### config.mk
export PLATFORM = sky130hd
export DESIGN_NAME = key_conditioner_flat
export DESIGN_NICKNAME = d
export VERILOG_FILES = /design/src/rtl/key_conditioner_pkg.sv /design/src/rtl/key_conditioner_if.sv /design/src/rtl/key_channel.sv /design/src/rtl/key_conditioner.sv /design/src/flat_wrapper.sv
export SDC_FILE = /design/constraint.sdc
export NUM_CORES = 1
export LEC_CHECK = 0
export ABC_CLOCK_PERIOD_IN_PS = 3150
export BUFFER_PORTS_ARGS = -buffer_cell sky130_fd_sc_hd__buf_2
export CAP_MARGIN = 30
export CORE_ASPECT_RATIO = 1.1
export CORE_UTILIZATION = 45
export CTS_BUF_LIST = sky130_fd_sc_hd__clkbuf_4 sky130_fd_sc_hd__clkbuf_8
export DETAILED_ROUTE_END_ITERATION = 16
export GPL_TIMING_DRIVEN = 0
export PLACE_DENSITY_LB_ADDON = 0.08
export SKIP_CTS_REPAIR_TIMING = 1
export SLEW_MARGIN = 20
export SYNTH_ARGS = -nofsm -noshare
export SYNTH_HDL_FRONTEND = slang
export SYNTH_SLANG_ARGS = --single-unit
### constraint.sdc
create_clock -name clk -period 3.15 [get_ports clk]
set_clock_uncertainty 0.1 [all_clocks]
set_input_delay 0.315 -clock clk [delete_from_list [all_inputs] [get_ports clk]]
set_output_delay 0.315 -clock clk [all_outputs]
set_load 0.01 [all_outputs]
### src/rtl/key_conditioner_pkg.sv
// Shared constants for the push-button front end.
//   BTN_*        : bit positions of each button inside btn_raw
//   rep_state_e  : auto-repeat FSM states
//   max3()       : helper used to size the per-channel counters
package key_conditioner_pkg;

  localparam int NUM_BTN   = 6;
  localparam int BTN_MODE  = 0;
  localparam int BTN_BIT   = 1;
  localparam int BTN_ADD   = 2;
  localparam int BTN_SUB   = 3;
  localparam int BTN_SET   = 4;
  localparam int BTN_CLEAR = 5;

  typedef enum logic [1:0] {
    IDLE      = 2'd0,
    WAIT_HOLD = 2'd1,
    REPEAT    = 2'd2
  } rep_state_e;

  function automatic int max3(input int a, input int b, input int c);
    int m;
    m = (a > b) ? a : b;
    return (m > c) ? m : c;
  endfunction

endpackage

### src/rtl/key_conditioner_if.sv
// Button / command bundle between the board buttons and the control block.
//   en         : global enable
//   btn_raw    : raw asynchronous buttons [mode,bit,add,sub,set,clear]
//   mod_choose .. clear : single-cycle command pulses
//   any_held   : OR of all debounced levels
// master = button/stimulus side, slave = conditioner.
interface key_conditioner_if;
  import key_conditioner_pkg::*;

  logic               en;
  logic [NUM_BTN-1:0] btn_raw;
  logic               mod_choose;
  logic               bit_choose;
  logic               val_add;
  logic               val_sub;
  logic               val_set;
  logic               clear;
  logic               any_held;

  modport master (
    output en, btn_raw,
    input  mod_choose, bit_choose, val_add, val_sub, val_set, clear, any_held
  );

  modport slave (
    input  en, btn_raw,
    output mod_choose, bit_choose, val_add, val_sub, val_set, clear, any_held
  );

endinterface

### src/rtl/key_channel.sv
// One button channel: 2-flop synchroniser, debounce counter, stable level,
// and a press/auto-repeat FSM.
//   clk, reset : system clock, async active-low reset
//   i_en       : enable; low holds debounce and FSM in reset (sync keeps running)
//   i_raw      : raw asynchronous button
//   o_fire     : combinational "pulse next edge" request (registered by the top)
//   o_stable   : debounced level
// With REPEAT_EN=0 the FSM never leaves IDLE, so only the press fires.
module key_channel
  import key_conditioner_pkg::*;
#(
  parameter int DEBOUNCE_CYCLES = 16,
  parameter int HOLD_CYCLES     = 64,
  parameter int REPEAT_CYCLES   = 16,
  parameter bit REPEAT_EN       = 1'b0
) (
  input  logic clk,
  input  logic reset,
  input  logic i_en,
  input  logic i_raw,
  output logic o_fire,
  output logic o_stable
);

  localparam int CW = $clog2(max3(DEBOUNCE_CYCLES, HOLD_CYCLES, REPEAT_CYCLES)) + 1;
  localparam logic [CW-1:0] DB_LAST  = CW'(DEBOUNCE_CYCLES - 1);
  localparam logic [CW-1:0] HLD_LAST = CW'(HOLD_CYCLES - 1);
  localparam logic [CW-1:0] REP_LAST = CW'(REPEAT_CYCLES - 1);

  logic [1:0]    r_sync;
  logic [CW-1:0] r_db_cnt;
  logic          r_stable;
  logic          r_stable_d;
  logic          w_samp;
  logic          w_rise;

  rep_state_e    r_state, w_state_nxt;
  logic [CW-1:0] r_rep_cnt, w_rep_cnt_nxt;
  logic          w_fire;

  // Synchroniser runs regardless of i_en so a held button is seen at once on re-enable.
  always_ff @(posedge clk or negedge reset) begin
    if (!reset) r_sync <= '0;
    else        r_sync <= {r_sync[0], i_raw};
  end

  assign w_samp = r_sync[1];

  // Level only toggles after DEBOUNCE_CYCLES consecutive mismatching samples.
  always_ff @(posedge clk or negedge reset) begin
    if (!reset) begin
      r_db_cnt   <= '0;
      r_stable   <= 1'b0;
      r_stable_d <= 1'b0;
    end else if (!i_en) begin
      r_db_cnt   <= '0;
      r_stable   <= 1'b0;
      r_stable_d <= 1'b0;
    end else begin
      r_stable_d <= r_stable;
      if (w_samp == r_stable) begin
        r_db_cnt <= '0;
      end else if (r_db_cnt == DB_LAST) begin
        r_stable <= ~r_stable;
        r_db_cnt <= '0;
      end else begin
        r_db_cnt <= r_db_cnt + 1'b1;
      end
    end
  end

  assign w_rise = r_stable & ~r_stable_d;

  always_ff @(posedge clk or negedge reset) begin
    if (!reset) begin
      r_state   <= IDLE;
      r_rep_cnt <= '0;
    end else if (!i_en) begin
      r_state   <= IDLE;
      r_rep_cnt <= '0;
    end else begin
      r_state   <= w_state_nxt;
      r_rep_cnt <= w_rep_cnt_nxt;
    end
  end

  // A stable fall wins over a due repeat so nothing fires after release.
  always_comb begin
    w_state_nxt   = r_state;
    w_rep_cnt_nxt = r_rep_cnt;
    w_fire        = 1'b0;
    case (r_state)
      IDLE: begin
        w_rep_cnt_nxt = '0;
        if (w_rise) begin
          w_fire = 1'b1;
          if (REPEAT_EN) w_state_nxt = WAIT_HOLD;
        end
      end
      WAIT_HOLD: begin
        if (!r_stable) begin
          w_state_nxt   = IDLE;
          w_rep_cnt_nxt = '0;
        end else if (r_rep_cnt == HLD_LAST) begin
          w_fire        = 1'b1;
          w_state_nxt   = REPEAT;
          w_rep_cnt_nxt = '0;
        end else begin
          w_rep_cnt_nxt = r_rep_cnt + 1'b1;
        end
      end
      REPEAT: begin
        if (!r_stable) begin
          w_state_nxt   = IDLE;
          w_rep_cnt_nxt = '0;
        end else if (r_rep_cnt == REP_LAST) begin
          w_fire        = 1'b1;
          w_rep_cnt_nxt = '0;
        end else begin
          w_rep_cnt_nxt = r_rep_cnt + 1'b1;
        end
      end
      default: begin
        w_state_nxt   = IDLE;
        w_rep_cnt_nxt = '0;
      end
    endcase
  end

  assign o_fire   = w_fire & i_en;
  assign o_stable = r_stable;

endmodule

### src/rtl/key_conditioner.sv
// Six-button conditioner: synchronise, debounce, and pulse once per press;
// add/sub auto-repeat while held.
//   clk   : system clock
//   reset : async active-low reset
//   bus   : key_conditioner_if.slave (en, btn_raw in; command pulses, any_held out)
// Simultaneous add+sub fires cancel each other for that cycle only.
module key_conditioner
  import key_conditioner_pkg::*;
#(
  parameter int DEBOUNCE_CYCLES = 16,
  parameter int HOLD_CYCLES     = 64,
  parameter int REPEAT_CYCLES   = 16
) (
  input  logic              clk,
  input  logic              reset,
  key_conditioner_if.slave  bus
);

  logic [NUM_BTN-1:0] w_fire;
  logic [NUM_BTN-1:0] w_stable;
  logic [NUM_BTN-1:0] w_pulse_nxt;
  logic [NUM_BTN-1:0] r_pulse;

  for (genvar g = 0; g < NUM_BTN; g++) begin : g_ch
    key_channel #(
      .DEBOUNCE_CYCLES (DEBOUNCE_CYCLES),
      .HOLD_CYCLES     (HOLD_CYCLES),
      .REPEAT_CYCLES   (REPEAT_CYCLES),
      .REPEAT_EN       (g == BTN_ADD || g == BTN_SUB)
    ) u_ch (
      .clk      (clk),
      .reset    (reset),
      .i_en     (bus.en),
      .i_raw    (bus.btn_raw[g]),
      .o_fire   (w_fire[g]),
      .o_stable (w_stable[g])
    );
  end

  always_comb begin
    w_pulse_nxt = w_fire;
    if (w_fire[BTN_ADD] && w_fire[BTN_SUB]) begin
      w_pulse_nxt[BTN_ADD] = 1'b0;
      w_pulse_nxt[BTN_SUB] = 1'b0;
    end
    if (!bus.en) w_pulse_nxt = '0;
  end

  always_ff @(posedge clk or negedge reset) begin
    if (!reset) r_pulse <= '0;
    else        r_pulse <= w_pulse_nxt;
  end

  // Extra en gate so a pulse already registered is dropped the moment en falls.
  assign bus.mod_choose = r_pulse[BTN_MODE]  & bus.en;
  assign bus.bit_choose = r_pulse[BTN_BIT]   & bus.en;
  assign bus.val_add    = r_pulse[BTN_ADD]   & bus.en;
  assign bus.val_sub    = r_pulse[BTN_SUB]   & bus.en;
  assign bus.val_set    = r_pulse[BTN_SET]   & bus.en;
  assign bus.clear      = r_pulse[BTN_CLEAR] & bus.en;
  assign bus.any_held   = |w_stable;

endmodule

### src/flat_wrapper.sv
// flat-port wrapper written by rule: the top's interface ports become plain ports
module key_conditioner_flat import key_conditioner_pkg::*;
#(
  parameter int DEBOUNCE_CYCLES = 16,
  parameter int HOLD_CYCLES     = 64,
  parameter int REPEAT_CYCLES   = 16
)
  (clk, reset, bus_en, bus_btn_raw, bus_mod_choose, bus_bit_choose, bus_val_add, bus_val_sub, bus_val_set, bus_clear, bus_any_held);
  key_conditioner_if bus_i ();
  input  logic clk;
  input  logic reset;
  input wire logic [$bits(bus_i.en)-1:0] bus_en;
  input wire logic [$bits(bus_i.btn_raw)-1:0] bus_btn_raw;
  output wire logic [$bits(bus_i.mod_choose)-1:0] bus_mod_choose;
  output wire logic [$bits(bus_i.bit_choose)-1:0] bus_bit_choose;
  output wire logic [$bits(bus_i.val_add)-1:0] bus_val_add;
  output wire logic [$bits(bus_i.val_sub)-1:0] bus_val_sub;
  output wire logic [$bits(bus_i.val_set)-1:0] bus_val_set;
  output wire logic [$bits(bus_i.clear)-1:0] bus_clear;
  output wire logic [$bits(bus_i.any_held)-1:0] bus_any_held;
  assign bus_i.en = bus_en;
  assign bus_i.btn_raw = bus_btn_raw;
  assign bus_mod_choose = bus_i.mod_choose;
  assign bus_bit_choose = bus_i.bit_choose;
  assign bus_val_add = bus_i.val_add;
  assign bus_val_sub = bus_i.val_sub;
  assign bus_val_set = bus_i.val_set;
  assign bus_clear = bus_i.clear;
  assign bus_any_held = bus_i.any_held;
  key_conditioner #(.DEBOUNCE_CYCLES(DEBOUNCE_CYCLES), .HOLD_CYCLES(HOLD_CYCLES), .REPEAT_CYCLES(REPEAT_CYCLES)) u_core (.clk(clk), .reset(reset), .bus(bus_i));
endmodule
* Word-level counts from Yosys, hierarchy flattened
Index checks and enable logic that the tools add are counted.
Widths: inputs -> output; s select.
** Storage, ports and cells
- Flip-flop bits (word level) :: 126
- Input bits :: 9
- Output and inout port bits :: 7
- Word-level logic and storage cells :: 313
** Operators by class
- Add/subtract/negate cells :: 12
- Eq/ne operators :: 66
- Multiplexer cells :: 148
- Bitwise logic cells :: 30
- Reduce and logical (&&, ||, !) cells :: 20
** Operator list (number)
- $mux 7 :: 48
- $add 7x1->7 const B :: 12
- $eq 7x4->1 const B :: 12
- $pmux 7 s2 :: 6
- $mux 1 :: 54
- $mux 2 :: 27
- $eq 7x6->1 const B :: 6
- $pmux 2 s3 :: 6
- $ne 3x3->1 const B :: 8
- $ne 4x4->1 const B :: 6
- $ne 2x2->1 const B :: 10
- $and 1x1->1 :: 18
- $pmux 1 s3 :: 6
- $reduce_and 3->1 :: 6
- $eq 2x1->1 const B :: 6
- $eq 2x2->1 const B :: 6
- $logic_not 2->1 :: 6
- $ne 2x1->1 const B :: 6
- $not 1->1 :: 12
- $reduce_and 2->1 :: 6
- $eq 1x1->1 :: 6
- $mux 6 :: 1
- $reduce_or 6->1 :: 1
- $logic_and 1x1->1 :: 1

* Logic depth before layout (Yosys ltp)
Gate-level depths: netlist of run 1.
- Depth in word-level cells :: 8
- Depth in mapped cells :: 6
- Gate-level depth less buffers :: 6

* Hierarchy
A second synthesis of run 1 with hierarchy kept.
** Unflattened totals
- Cell total of the unflattened synthesis :: 397
- Area total of the unflattened synthesis :: 4209.0 sq um
** By module, submodules not included
- key_channel (u_core.g_ch[2].u_ch ...) :: instances 2, cells an instance 104, area each 1061.0 sq um, seq. area each 500.5 sq um
- key_channel (u_core.g_ch[0].u_ch ...) :: instances 2, cells an instance 41, area each 461.7 sq um, seq. area each 275.3 sq um
- key_channel (u_core.g_ch[4].u_ch ...) :: instances 2, cells an instance 42, area each 457.9 sq um, seq. area each 275.3 sq um
- key_conditioner :: instances 1, cells an instance 23, area each 247.7 sq um, seq. area each 150.1 sq um

* Worst setup path after synthesis of run 1
OpenSTA, ideal clock, no wires.
- Kind :: register to register
- From :: reg u_core.g_ch[2].u_ch.r_state[0]
- To :: reg u_core.g_ch[2].u_ch.r_rep_cnt[3]
- Setup time :: 72 ps
- Arrival time :: 1540 ps
- Data required time :: 2978 ps
- Path slack :: 1439 ps
- Stages on the path, launching flop included :: 7
- Buffers on the path :: 0
- Clock period less this slack :: 1711 ps
- Path through :: dfrtp_1 -> inv_1 -> ha_1 -> and3b_1 -> a21o_1 -> or3_4 -> nor2_1
** On the way
- Word-level cells in the longest chain between the ends :: 3
- Elaborated cells on any way between the ends :: 4
- Classes of those cells :: eq/ne: 2; mux: 2
** RTL lines
- start, declared :: line key_channel.sv:37 : rep_state_e r_state, w_state_nxt;
- start signal, assigned :: line key_channel.sv:82 : r_state <= w_state_nxt;
- $eq 2x2->1 / $eq 2x1->1 (equally long branches) :: line key_channel.sv:92 : case (r_state)
- $pmux 7 s2 * :: line key_channel.sv:92
- $mux 7 * :: line key_channel.sv:78 : end else if (!i_en) begin
- end signal, assigned :: line key_channel.sv:83 : r_rep_cnt <= w_rep_cnt_nxt;
- end, declared :: line key_channel.sv:38 : logic [CW-1:0] r_rep_cnt, w_rep_cnt_nxt;
Mark *: on every way between the ends. The rest lies on a longest branch, timed or not.
A chain may end at the register's enable or synchronous reset.

* Worst setup path after layout of run 1
- From :: reg u_core.g_ch[3].u_ch.r_state[0]
- To :: reg u_core.r_pulse[2]
** On the way
- Word-level cells in the longest chain between the ends :: 6
- Elaborated cells on any way between the ends :: 8
- Classes of those cells :: eq/ne: 2; mux: 3; bitwise: 1; reduce/logical: 2
** RTL lines
- start, declared :: line key_channel.sv:37
- start signal, assigned :: line key_channel.sv:82
- $eq 2x2->1, or another cell as far along :: line key_channel.sv:92
- $pmux 1 s3 * :: line key_channel.sv:92
- $and 1x1->1 * :: line key_channel.sv:130 : assign o_fire = w_fire & i_en;
- $logic_and 1x1->1 * :: line key_conditioner.sv:42 : if (w_fire[BTN_ADD] && w_fire[BTN_SUB]) begin
- $mux 2 * :: line key_conditioner.sv:42
- $mux 6 * :: line key_conditioner.sv:46 : if (!bus.en) w_pulse_nxt = '0;
- net u_core.w_pulse_nxt[2] :: line key_conditioner.sv:21 : logic [NUM_BTN-1:0] w_pulse_nxt;
- end signal, assigned :: line key_conditioner.sv:51 : else r_pulse <= w_pulse_nxt;
- end, declared :: line key_conditioner.sv:22 : logic [NUM_BTN-1:0] r_pulse;
Mark *: on every way through the listed nets, which the timed path passes. The rest lies on a longest branch.

==> reports/metrics.yaml, run 1 <==
initial_core_util_pct: 46.85
finalNetCount: 428
hold_viol: 0
drc: 0
path_clk_slew_ns: 0.08
place_hpwl_um: 4776
crit_start: "u_core.g_ch[3].u_ch.r_state[0]$_DFFE_PN0P_"
reg2reg_from: "u_core.g_ch[3].u_ch.r_state[0]$_DFFE_PN0P_"
worstRegToRegCells: 6
core_mm2: 0.008496
cp.depth: 6
fillers: 763
r2r_slack_ns: 1.23
setup_viol: 0
synth.avg_cell_area_um2: 10.79
ioPinCount: 16
grt_pass1_vias: 2614
grt-ovfl-total: 0
yosys_warnings: 0
die_h_um: 100.6
wl_per_cell_um: 13.08
setup.worst_path.start_class: "flip-flop"
max_stage_delay_ns: 0.46
rows: 35
maxSlewHeadroom_pct: 65.70
die-area_mm2: 0.009225
power.leakage_nw: 2.134
power.switching_w: 0.0004759
cp_max_fo: 6
clockRootBuffer: "clkbuf_8"
antenna_cells: 0
globalplace.congestion: 0.7664
crit_slowest_cell: "or3b_2"
setup_tns_ns: 0
drive_gt1_share_pct: 9.337
power.share.clock_pct: 40.0
r2r-end: "u_core.r_pulse[2]$_DFF_PN0_"
grt_pass1_wl_um: 11940
insertion_delay_ns: 0.35
cts_tree: "done"
hp-class: "in -> reg"
required_ns: 3.28
clock.fmax_mhz: 520.8
maxSlewViolCount: 0
pwr-share-seq_pct: 55.7
synth-edff-count: 0
num_vias: 2633
routed_via_density: 5.083
synthFlopType: "dfrtp_1"
endpoint: "u_core.r_pulse[2]$_DFF_PN0_"
clock_path_buffers: 2
internal_power_w: 0.001649
critPathKind: "reg -> reg"
status: "completed"
crit_chain: "inv_1, ha_1, or3b_2, a21oi_1, a31oi_1, and2_1"
netlist_area_mm2: 0.003980
path_buf_inv: 1
power_density_mw_per_mm2: 471.0
grt_start_max_net_pins: 62
arrival_ns: 2.05
switching_share_pct: 22.39
combPwrFrac_pct: 4.4
first_pass_iters: 4
antenna_found_initial: 0
cts_num_sinks: 90
crit_family: "simple AND/OR/NAND/NOR gates"
totalWireLength_um: 6777
fin_util_pct: 53.11
fin_crit_sh_pct: 60.95
cts_buffers: 9
ir_worst_vdd_mv: 0.2948
area_growth_syn_to_layout_pct: 13.36
cts_htree_levels: 3
io_buffers: 15
stdcell_area_mm2: 0.004512
worst_slew_pin_slew_ns: 0.5146
detail-route-antenna-nets: 0
yosysSeqAreaShare_pct: 56.59
fin_crit_ns: 1.920
synthCells: 369
cap_viol_max_count: 0
drt-initial-drc-count: 78
synthDistinctLibCells: 38
critPathCaptureType: "flip-flop"
die_w_um: 91.67
detailed_place.area_mm2: 0.004228
track_usage_pct: 16.53
grt_setup_unrepaired: "no"
synth-seq-cells: 90
syn-num-nets: 394
synthArstFlopShare_pct: 100.0
routing by layer:
metal  routed length [um]  track usage (%)  up-vias
li1                     -                -     1325
met1                 3362            21.81     1279
met2                 3169            26.66       23
met3                  175            4.148        6
met4                   70            5.861        0
met5                    0                0        -
layout by cell type, fill, tap and decap left out, drive strengths merged, types with 9 or more instances in the layout:
cell / n
inv: 16
xnor2: 15
ha: 16
dfrtp: 90
buf: 19
a21oi: 12
o21ai: 11
or3: 9
xor2: 23
clkbuf: 11
nand3: 27
nor2: 54
nand2: 21
and3: 10
and2: 11
layout make-up:
cell class              count  area [um2]  share of cell area (%)
multi-input cells         259        1643                   36.41
well taps                 111       138.9                   3.078
clock buffers               9       123.9                   2.745
inverters                  15       56.30                   1.248
clock inverters             6       90.09                   1.997
plain buffers               5       28.78                  0.6378
flip-flops and latches     90        2252                   49.92
repair buffers             23       178.9                   3.966
cells in the mapped netlist, types with 2 or more instances:
| library cell | number | area share (%) |
|---|---|---|
| mux2i_1 | 7 | 1.8 |
| or4_1 | 6 | 1.1 |
| nand3b_1 | 2 | 0.38 |
| nand2b_1 | 2 | 0.31 |
| nor4_1 | 4 | 0.63 |
| dfrtp_1 | 90 | 57 |
| nor3_1 | 5 | 0.63 |
| nand3_1 | 27 | 3.4 |
| and3_1 | 10 | 1.6 |
| clkbuf_1 | 2 | 0.19 |
| xnor2_1 | 15 | 3.3 |
| o21ai_0 | 11 | 1.4 |
| nand4b_1 | 3 | 0.66 |
| nor2b_1 | 4 | 0.63 |
| buf_2 | 2 | 0.25 |
| nor2_1 | 54 | 5.1 |
| a21oi_1 | 12 | 1.5 |
| o211ai_1 | 2 | 0.38 |
| or3_1 | 8 | 1.3 |
| a211oi_1 | 3 | 0.57 |
| nand2_1 | 21 | 2.0 |
| and2_1 | 11 | 1.7 |
| xor2_1 | 23 | 5.1 |
| ha_1 | 16 | 5.0 |
| o21a_1 | 2 | 0.38 |
| inv_1 | 15 | 1.4 |
worst min path at each step:
stage,startpoint,end,slack (ns),cells past startpoint
2_1_floorplan,reset,u_core.g_ch[0].u_ch.o_stable$_DFFE_PN0P_,-0.08,0
3_3_place_gp,u_core.g_ch[0].u_ch.r_sync[0]$_DFF_PN0_,u_core.g_ch[0].u_ch.r_sync[1]$_DFF_PN0_,0.23,0
3_5_place_dp,reset,u_core.g_ch[3].u_ch.r_db_cnt[2]$_DFF_PN0_,0.11,1
4_1_cts,reset,u_core.g_ch[3].u_ch.r_db_cnt[2]$_DFF_PN0_,-0.28,1
5_1_grt,bus_en,u_core.g_ch[3].u_ch.r_stable_d$_DFF_PN0_,0.19,3
6_report,bus_en,u_core.g_ch[3].u_ch.r_stable_d$_DFF_PN0_,0.19,3
power groups by stage:
stage / logic (W) / registers, W / clock network [W]
floorplan: 0.0000418 / 0.00120 / 0
global placement: 0.0000831 / 0.00121 / 0
detailed placement: 0.0000900 / 0.00121 / 0
CTS: 0.0000900 / 0.00118 / 0.000870
global route: 0.000109 / 0.00119 / 0.000919
finish: 0.0000929 / 0.00118 / 0.000849
flip-flops by register name, indices dropped and copies added (netlist names):
name	flops
u_core.g_ch.u_ch.r_state	4
u_core.g_ch.u_ch.r_stable_d	6
u_core.g_ch.u_ch.r_sync	12
u_core.g_ch.u_ch.o_stable	6
u_core.g_ch.u_ch.r_db_cnt	42
u_core.g_ch.u_ch.r_rep_cnt	14
u_core.r_pulse	6
cell families after synthesis:
family / count (synthesis) / synth area share, %
adder cells (fa/ha/maj): 16 / 5.030
XOR/XNOR: 38 / 8.362
buffers and inverters: 20 / 2.138
flip-flops: 90 / 56.59
AO/OA/AOI/OAI: 34 / 4.967
AND/OR/NAND/NOR: 164 / 21.16
multiplexers: 7 / 1.761
worst min-delay path: cells and delay by family:
kind	cells	cell delay, ns
buffers and inverters	2	0.19
AND/OR/NAND/NOR	1	0.09
stage by stage:
step	hold WS (ns)	setup WS, ns	power (W)	instances
after floorplan	-0.08059	1.439	0.001245	369
after global placement	0.2340	0.8054	0.001289	495
after detailed placement	0.1092	1.256	0.001296	496
after CTS	-0.2798	1.202	0.002143	511
after global routing	0.1921	1.155	0.002213	518
final	0.1885	1.230	0.002125	518
No activity file was read; power rests on OpenSTA's default activity.
==> inputs of run 2 (changes only) <==
--- a/config.mk
+++ b/config.mk
@@ -5,7 +5,7 @@
 export SDC_FILE = /design/constraint.sdc
 export NUM_CORES = 1
 export LEC_CHECK = 0
-export ABC_CLOCK_PERIOD_IN_PS = 3150
+export ABC_CLOCK_PERIOD_IN_PS = 1950
 export BUFFER_PORTS_ARGS = -buffer_cell sky130_fd_sc_hd__buf_2
 export CAP_MARGIN = 30
 export CORE_ASPECT_RATIO = 1.1
==> constraint.sdc (replaced) <==
create_clock -name clk -period 1.95 [get_ports clk]
set_clock_uncertainty 0.1 [all_clocks]
set_input_delay 0.195 -clock clk [delete_from_list [all_inputs] [get_ports clk]]
set_output_delay 0.195 -clock clk [all_outputs]
set_load 0.01 [all_outputs]
==> run 2 against run 1 <==
Effect of this change: final cell count did not move; utilization increased by 0.059 points; critical path depth did not move; via count increased by 0.49%; die area did not move; sequential power rose by 62%; combinational power increased by 61%; wire length rose by 1.1%; flip-flop and latch count is the same; critical path type unchanged.
==> reports/metrics.yaml, run 2 (same netlist as run 1, synthesis figures left out) <==
grt_setup_unrepaired: "no"
maxSlewHeadroom_pct: 65.87  # +0.17 points
reg2reg_from: "u_core.g_ch[3].u_ch.r_state[0]$_DFFE_PN0P_"
critPathKind: "reg -> reg"
grt_start_max_net_pins: 62  # unchanged
reg_top3: "u_core.g_ch.u_ch.r_db_cnt x42, u_core.g_ch.u_ch.r_rep_cnt x14, u_core.g_ch.u_ch.r_sync x12"
hold_viol: 0  # unchanged
worstRegToRegCells: 6  # unchanged
globalplace.congestion: 0.7664  # unchanged
ioPinCount: 16  # unchanged
fin_ws_ns: 0.05509  # -1.175 ns
maxSlewViolCount: 0  # unchanged
routed.top_layer: "met4"
pwr-share-seq_pct: 55.6  # about the same
cts_num_sinks: 90  # unchanged
cts_tree: "done"
clockRootBuffer: "clkbuf_8"
wl_per_cell_um: 13.23  # +1.1%
power.share.clock_pct: 40.0  # about the same
detailed_place.area_mm2: 0.004228  # unchanged
antenna_cells: 0  # unchanged
totalWireLength_um: 6854  # +1.1%
core_mm2: 0.008496  # unchanged
fin_crit_ns: 1.895  # -0.02516 ns
track_usage_pct: 16.53  # unchanged
num_vias: 2646  # +0.49%
r2r-end: "u_core.r_pulse[2]$_DFF_PN0_"
first_pass_iters: 4  # unchanged
met3_length_um: 171  # -2.3%
top_register: "u_core.g_ch.u_ch.r_db_cnt"
drt-initial-drc-count: 92  # +18%
hp-class: "in -> reg"
path_clk_slew_ns: 0.08  # about the same
status: "completed"
area_growth_syn_to_layout_pct: 13.49
layout_common_cells: "dfrtp_1, nor2_1, nand3_1, xor2_1, nand2_1"
drc: 0  # unchanged
routed_via_density: 5.108  # +0.49%
critPathCaptureType: "flip-flop"
pre_cts_ws_ns: 0.05563  # -1.200 ns
setup.worst_path.start_class: "flip-flop"
grt_pass1_vias: 2614  # unchanged
power_density_mw_per_mm2: 760.5  # +61%
hold_depth: 3  # unchanged
grt_pass1_wl_um: 11940  # unchanged
layout_commonest_cell: "dfrtp_1"
initial_core_util_pct: 46.85  # unchanged
min_to: "u_core.g_ch[3].u_ch.r_stable_d$_DFF_PN0_"
cts_htree_levels: 3  # unchanged
cap_viol_max_count: 0  # unchanged
worst_slew_pin_slew_ns: 0.5120  # -0.002557 ns
clock.fmax_mhz: 527.7  # +1.3%
worstHoldStart: "bus_en"
cp_max_fo: 6  # unchanged
power.leakage_nw: 2.132  # -0.10%
insertion_delay_ns: 0.35  # about the same
place_hpwl_um: 4776  # unchanged
io_buffers: 15  # unchanged
detail-route-antenna-nets: 0  # unchanged
grt-ovfl-total: 0  # unchanged
largest_reg_flops: 42  # unchanged
die_w_um: 91.67  # unchanged
finalNetCount: 428  # unchanged
r2r_slack_ns: 0.06  # -1.17 ns
stdcell_area_mm2: 0.004517  # +0.11%
combPwrFrac_pct: 4.4  # about the same
antenna_found_initial: 0  # unchanged
ir_worst_vdd_mv: 0.4772  # +62%
cts_buffers: 9  # unchanged
die-area_mm2: 0.009225  # unchanged
internal_power_w: 0.002664  # +62%
routed-wl-met2_um: 3213  # +1.4%
setup_viol: 0  # unchanged
arrival_ns: 2.03  # -0.02 ns
power.switching_w: 0.0007712  # +62%
drive_gt1_share_pct: 10.07  # +0.74 points
rows: 35  # unchanged
die_h_um: 100.6  # unchanged
fin_crit_sh_pct: 97.17  # +36 points
crit_start: "u_core.g_ch[3].u_ch.r_state[0]$_DFFE_PN0P_"
clock_path_buffers: 2  # unchanged
switching_share_pct: 22.45  # +0.057 points
required_ns: 2.08  # -1.20 ns
wl_met1_um: 3398  # +1.1%
run 2: power by group through the flow:
stage | clock network, W | logic, W | registers, W
floorplan | 0 | 0.0000675 | 0.00194
global placement | 0 | 0.000134 | 0.00195
detailed placement | 0 | 0.000145 | 0.00195
CTS | 0.00141 | 0.000145 | 0.00191
global route | 0.00149 | 0.000176 | 0.00191
finish | 0.00137 | 0.000150 | 0.00191
run 2: cell type report:
class | count | area [um2]
fill | 764 | 3979
sequential | 90 | 2252
multi-input combinational | 259 | 1648
timing repair buffer | 23 | 178.9
tap | 111 | 138.9
clock buffer | 9 | 123.9
clock inverter | 6 | 90.09
inverter | 15 | 56.30
buffer | 5 | 28.78
run 2: routing by layer:
metal / track usage, % / up-vias
li1: - / 1326
met1: 21.81 / 1291
met2: 26.66 / 23
met5: 0 / -
met4: 5.861 / 0
met3: 4.148 / 6
run 2: worst max-delay path, stage by stage, from the launching register on:
cell     delay, ns
dfrtp_1       0.42
inv_1         0.10
ha_2          0.23
or3b_2        0.45
a21oi_1       0.17
a31oi_1       0.12
and2_1        0.19
run 2: worst max path at each step:
stage	to	slack [ns]	depth (start not counted)
after floorplan	u_core.g_ch[2].u_ch.r_rep_cnt[3]$_DFF_PN0_	0.24	6
after global placement	u_core.g_ch[0].u_ch.r_db_cnt[3]$_DFF_PN0_	-0.27	1
after detailed placement	u_core.r_pulse[2]$_DFF_PN0_	0.06	6
after CTS	u_core.r_pulse[2]$_DFF_PN0_	0.02	6
after global routing	u_core.r_pulse[2]$_DFF_PN0_	0.01	6
final	u_core.r_pulse[2]$_DFF_PN0_	0.06	6
run 2: per-stage QoR:
| stage | hold slack [ns] | std cells | power [W] | util [%] | setup TNS, ns |
|---|---|---|---|---|---|
| floorplan | -0.2006 | 369 | 0.002012 | - | 0 |
| global placement | 0.2023 | 495 | 0.002082 | 49.37 | -24.12 |
| detailed placement | -0.01080 | 496 | 0.002093 | 49.76 | 0 |
| CTS | -0.3998 | 511 | 0.003462 | 52.28 | 0 |
| global route | 0.07214 | 518 | 0.003576 | 53.17 | 0 |
| finish | 0.06772 | 518 | 0.003435 | 53.17 | 0 |
